--- config.mk ---
export PLATFORM = sky130hd
export DESIGN_NAME = rand_dice_roller
export DESIGN_NICKNAME = d
export VERILOG_FILES = /design/src/rtl/rand_dice_roller.sv
export SDC_FILE = /design/constraint.sdc
export NUM_CORES = 1
export LEC_CHECK = 0
export BUFFER_PORTS_ARGS = -buffer_cell sky130_fd_sc_hd__buf_2
export CORE_MARGIN = 4
export CORE_UTILIZATION = 50
export DETAILED_ROUTE_END_ITERATION = 10
export PLACE_DENSITY_LB_ADDON = 0.3
export REMOVE_ABC_BUFFERS = 1
export SLEW_MARGIN = 15
export SYNTH_ARGS = -nofsm -noshare
export SYNTH_HDL_FRONTEND = slang
export SYNTH_SLANG_ARGS = --single-unit
--- constraint.sdc ---
create_clock -name clk -period 10.6 [get_ports clk]
set_clock_uncertainty 0.15 [all_clocks]
set_input_delay 0.53 -clock clk [delete_from_list [all_inputs] [get_ports clk]]
set_output_delay 0.53 -clock clk [all_outputs]
set_load 0.02 [all_outputs]
--- src/rtl/rand_dice_roller.sv ---
// Multi-die random roller: rolls 1..NUM_DICE dice of one type per inc rising edge,
// with faces drawn from a free-running Galois LFSR and uniformised by rejection sampling.
module rand_dice_roller #(
   parameter int unsigned NUM_DICE  = 4,
   parameter int unsigned OUT_W     = 8,
   parameter int unsigned LFSR_W    = 16,
   parameter logic [LFSR_W-1:0] TAPS = 16'hB400,
   parameter logic [LFSR_W-1:0] SEED = 16'hACE1,
   parameter int unsigned MAX_TRIES = 8
) (
   input  logic                                  clk,
   input  logic                                  reset,
   input  logic                                  inc,
   input  logic [2:0]                            die_type,
   input  logic [$clog2(NUM_DICE+1)-1:0]         num_dice,
   output logic                                  busy,
   output logic                                  valid,
   output logic [NUM_DICE*OUT_W-1:0]             dice_out,
   output logic [OUT_W+$clog2(NUM_DICE)-1:0]     sum
);

   localparam int unsigned CNT_W = $clog2(NUM_DICE + 1);
   localparam int unsigned SUM_W = OUT_W + $clog2(NUM_DICE);
   localparam int unsigned IDX_W = (NUM_DICE > 1) ? $clog2(NUM_DICE) : 1;
   localparam int unsigned TRY_W = (MAX_TRIES > 1) ? $clog2(MAX_TRIES) : 1;

   typedef enum logic [1:0] {IDLE, ROLL, DONE} state_t;

   state_t                    state, state_n;
   logic [LFSR_W-1:0]         lfsr;
   logic                      inc_r, inc_q;
   logic [2:0]                dtype_q, dtype_n;
   logic [CNT_W-1:0]          count_q, count_n, cnt_req;
   logic [IDX_W-1:0]          idx, idx_n;
   logic [TRY_W-1:0]          tries, tries_n;
   logic [SUM_W-1:0]          acc, acc_n, sum_n;
   logic [NUM_DICE*OUT_W-1:0] dice_n;
   logic                      busy_n, valid_n;
   logic                      req;
   logic [6:0]                sides, raw, face;
   logic [2:0]                k;
   logic                      accept, last_try, last_die;

   // Free-running Galois LFSR; never leaves the nonzero cycle from a nonzero seed
   always_ff @(posedge clk) begin
      if (reset) lfsr <= SEED;
      else if (lfsr[0]) lfsr <= (lfsr >> 1) ^ TAPS;
      else lfsr <= lfsr >> 1;
   end

   assign req = inc_r & ~inc_q & (state == IDLE);

   // Face geometry of the latched die type: number of sides and bits drawn per attempt
   always_comb begin
      sides = 7'd4;
      k     = 3'd2;
      case (dtype_q)
         3'd0: begin sides = 7'd4;   k = 3'd2; end
         3'd1: begin sides = 7'd6;   k = 3'd3; end
         3'd2: begin sides = 7'd8;   k = 3'd3; end
         3'd3: begin sides = 7'd10;  k = 3'd4; end
         3'd4: begin sides = 7'd12;  k = 3'd4; end
         3'd5: begin sides = 7'd20;  k = 3'd5; end
         3'd6: begin sides = 7'd100; k = 3'd7; end
         default: begin sides = 7'd2; k = 3'd1; end
      endcase
      raw      = lfsr[6:0] & 7'((8'd1 << k) - 8'd1);
      accept   = raw < sides;
      face     = accept ? raw + 7'd1 : raw - sides + 7'd1;
      last_try = (tries == TRY_W'(MAX_TRIES - 1));
      last_die = (CNT_W'(idx) == count_q - CNT_W'(1));
   end

   always_comb begin
      if (num_dice == '0) cnt_req = CNT_W'(1);
      else if (num_dice > CNT_W'(NUM_DICE)) cnt_req = CNT_W'(NUM_DICE);
      else cnt_req = num_dice;
   end

   // Next-state and registered-output logic
   always_comb begin
      state_n = state;
      busy_n  = busy;
      valid_n = 1'b0;
      dice_n  = dice_out;
      sum_n   = sum;
      acc_n   = acc;
      idx_n   = idx;
      tries_n = tries;
      dtype_n = dtype_q;
      count_n = count_q;
      case (state)
         IDLE: begin
            if (req) begin
               dtype_n = die_type;
               count_n = cnt_req;
               acc_n   = '0;
               idx_n   = '0;
               tries_n = '0;
               busy_n  = 1'b1;
               for (int i = 0; i < NUM_DICE; i++) begin
                  if (CNT_W'(i) >= cnt_req) dice_n[i*OUT_W +: OUT_W] = '0;
               end
               state_n = ROLL;
            end
         end
         ROLL: begin
            if (accept || last_try) begin
               for (int i = 0; i < NUM_DICE; i++) begin
                  if (IDX_W'(i) == idx) dice_n[i*OUT_W +: OUT_W] = OUT_W'(face);
               end
               acc_n   = acc + SUM_W'(face);
               idx_n   = idx + IDX_W'(1);
               tries_n = '0;
               if (last_die) begin
                  sum_n   = acc_n;
                  valid_n = 1'b1;
                  busy_n  = 1'b0;
                  state_n = DONE;
               end
            end else begin
               tries_n = tries + TRY_W'(1);
            end
         end
         DONE: state_n = IDLE;
         default: state_n = IDLE;
      endcase
   end

   always_ff @(posedge clk) begin
      if (reset) begin
         state    <= IDLE;
         inc_r    <= 1'b0;
         inc_q    <= 1'b0;
         busy     <= 1'b0;
         valid    <= 1'b0;
         dice_out <= '0;
         sum      <= '0;
         acc      <= '0;
         idx      <= '0;
         tries    <= '0;
         dtype_q  <= '0;
         count_q  <= '0;
      end else begin
         state    <= state_n;
         inc_r    <= inc;
         inc_q    <= inc_r;
         busy     <= busy_n;
         valid    <= valid_n;
         dice_out <= dice_n;
         sum      <= sum_n;
         acc      <= acc_n;
         idx      <= idx_n;
         tries    <= tries_n;
         dtype_q  <= dtype_n;
         count_q  <= count_n;
      end
   end

endmodule

==> metrics <==
critical path class reg2reg; RePlAce Congestion approximately 0.91; Synth Flop Type dfxtp_1; Worst-path clk slew ~80 ps; Die Height between 90 and 100 um; peak supply drop roughly 0.000089 V; Synth Instances around 490; vias about 3400; Worst setup SP type register; Worst Reg-to-Reg Cells 18; Multi-input gate area around 0.0023 mm2; vias in the first global route 3262; clock power share roughly 40%; Leakage about 1.9 nW; FFs w/ async S/R, synth 0%; #FFs+latches synth 81; hold crit path type in2reg; placed cells 610; cts repair resizes 0; status completed; setup_tns 0 ps; Non-Filler Instances roughly 630; synthesized area between 0.004 and 0.005 mm2; Worst Hold Depth 2; Worst-Skew Late Latency 360 ps; Sw Share a little over a quarter; die area between 0.009 and 0.01 mm2; Sw Pwr 182 uW; part of the power in registers 47.0%; H-tree depth 3; GRT Total Usage slightly above 20%; final hold violations 0; r2r startpoint dtype_q[2]; Max Transition Viols Final 0; layout cells sized above 1 14.7%; Rel. slew slack between 40 and 50%; Synth-to-Final Area Change 11.8%; number of remaining DRC errors 0; crit-path max cell delay between 600 and 700 ps; slowest CP cell mux2i_1; Final Critical Period approximately 5300 ps; Worst-Margin Slew ~800 ps; combinational share of power around an eighth; Clock Path Buffers 2; max cap viols 0; Req. time, crit path ~11000 ps; RSZ-0062 raised after global routing no; final setup vio count 0; Post-Route WL 9580 um; WP buf/inv 1; Worst Hold Endpoint inc_r; largest net degree at the start of global routing 78; row count 32; Initial Util a little over half; sum of net half-perimeters after detailed placement between 6000 and 7000 um; Worst Min Path Start inc; Fillers approximately 730; r2r setup slk around 5300 ps; CP arrival 5420 ps; CTS Hold Buffers Added 0; post-synthesis sequential area ratio a little under 40%; Post-CTS Setup Bufs 0; Worst setup EP type register; Ant. Diodes 0; IO Count 53; GRT overflow 0; Max Fclk between 150 and 200 MHz; Core Area approximately 0.0079 mm2; Yosys Warn Count 0; via/cell ratio roughly 5.5; CTS Root Cell clkbuf_8; initial drt markers roughly 140; CTS tree done; Nets 560; TritonCTS buffer count 9; Power Density around 150 mW/mm2; CTS Sinks a little over 80; hold slack roughly 230 ps; Int Pwr approximately 500 uW; Period Utilization, post-route about 50%; post-synth cell types 53; CP top delay family compound AO/OA/AOI/OAI gates; WL per Instance roughly 15 um; reg2reg end sum[9]; CP Cell Sequence nand3_1 -> ha_1 -> nor3_1 -> a21oi_1 -> o22ai_1 -> fa_1 -> nor2_1 -> a211oi_1 -> nor2_1 -> mux2i_1 -> inv_1 -> ha_1 -> a211oi_1 -> o21ai_0 -> nand2_1 -> nor2_1 -> xnor2_1 -> a211oi_1; Mean Syn Cell Area 8.52 um2; port buffer count 48; initial antenna violation count 0; DRT antenna net count 0; Die W between 90 and 100 um; Register Area about 0.0016 mm2; maximum fanout along the worst path 14; Post-synth EDFFs 0; first-pass GRT wire length ~16000 um; 1st-pass router iterations 4
synth_stat cells (all sizes together), types with 2 or more instances:
cell type / number / area share, %
o31ai: 5 / 0.91
nor4: 4 / 0.61
nor2b: 12 / 1.8
a21oi: 52 / 6.4
buf: 9 / 1.8
xor2: 4 / 0.85
o22ai: 2 / 0.30
or3: 4 / 0.61
mux2i: 8 / 1.9
clkbuf: 22 / 2.0
nand3b: 4 / 0.73
nor3b: 2 / 0.36
a21o: 3 / 0.55
ha: 28 / 8.5
nand4: 4 / 0.61
o31a: 2 / 0.42
a31oi: 2 / 0.30
conb: 2 / 0.18
nand3: 26 / 3.2
o41ai: 6 / 1.3
a41o: 4 / 0.97
a211oi: 11 / 2.0
o21a: 3 / 0.55
nand2b: 5 / 0.76
o21ai: 11 / 1.3
o21bai: 3 / 0.55
and2: 3 / 0.45
and3: 4 / 0.61
dfxtp: 81 / 39
inv: 21 / 1.9
nor3: 7 / 0.85
nor2: 37 / 3.4
or2: 7 / 1.1
fa: 4 / 1.9
nand2: 56 / 5.2
xnor2: 15 / 3.2
o311ai: 2 / 0.42
cells in the final DEF, fill, tap and decap left out, types with 4 or more instances in the layout:
cell type and n:
inv_1 21, xor2_1 4, a41o_1 4, or2_2 5, ha_1 28, nand2b_1 5
mux2i_1 8, or3_1 4, and3_1 4, a21oi_1 51, nand4_1 4, nor2b_1 12
o31ai_1 5, o41ai_1 6, clkbuf_8 9, nor4_1 4, nand2_1 55, nand3_1 26
o21ai_0 11, xnor2_1 15, a211oi_1 11, dfxtp_1 81, buf_2 48, nor2_1 37
nor3_1 7, nand3b_1 4, fa_1 4, conb_1 5
flip-flops by register name (all words and copies together), names as in the netlist:
signal    flops
dice_out     28
lfsr         16
acc          10
sum          10
count_q       3
dtype_q       3
tries         3
idx           2
state         2
busy          1
inc_q         1
inc_r         1
valid         1
cell families (layout without fill, tap and decap cells):
kind of cell | Yosys count | after routing | share of synthesized area [%]
AND/OR/NAND/NOR | 179 | 179 | 21.3
AO/OA/AOI/OAI | 110 | 110 | 16.8
flip-flops | 81 | 81 | 39.3
buffers and inverters | 53 | 89 | 5.76
adder cells (fa/ha/maj) | 32 | 32 | 10.4
XOR/XNOR | 19 | 19 | 4.03
multiplexers | 9 | 9 | 2.21
other | 2 | 5 | 0.182
power groups by stage:
stage | Combinational (mW) | Sequential (mW) | Clock [mW]
2_1_floorplan | 0.0578 | 0.329 | 0
3_3_place_gp | 0.0858 | 0.328 | 0
3_5_place_dp | 0.0876 | 0.328 | 0
4_1_cts | 0.0879 | 0.321 | 0.280
5_1_grt | 0.0983 | 0.322 | 0.290
6_report | 0.0879 | 0.321 | 0.274
area by class of cell:
| cell class | count | area share, % |
|---|---|---|
| Tap cell | 102 | 2.76 |
| Multi-Input combinational cell | 354 | 49.4 |
| Inverter | 22 | 1.79 |
| Timing Repair Buffer | 51 | 5.69 |
| Sequential cell | 81 | 35.1 |
| Clock buffer | 10 | 2.76 |
| Clock inverter | 6 | 2.49 |
layer usage:
metal	global-route usage [%]	up-vias	wire length, um
met1	26.6	1617	4540
li1	-	1744	-
met2	32.6	67	4510
met5	0	-	0
met4	7.04	0	159
met3	3.96	15	369
worst max-delay path by stage:
stage / to / depth (start not counted) / startpoint
floorplan: acc[8] / 17 / dtype_q[2]
CTS: sum[9] / 18 / dtype_q[2]
finish: sum[9] / 18 / dtype_q[2]
detailed placement: sum[9] / 18 / dtype_q[2]
global route: sum[9] / 18 / dtype_q[1]
global placement: sum[8] / 17 / dtype_q[2]
through the flow:
step                      utilization (%)  area, um2  setup WS (ps)  power (mW)
after global placement               55.5       4380           5590       0.413
after detailed placement             55.5       4380           5360       0.416
final                                58.6       4620           5310       0.683
after CTS                            58.6       4620           5310       0.689
after floorplan                         -       3990           6250       0.387
after global routing                 58.6       4620           4720       0.710
No activity file was read; power rests on OpenSTA's default activity.
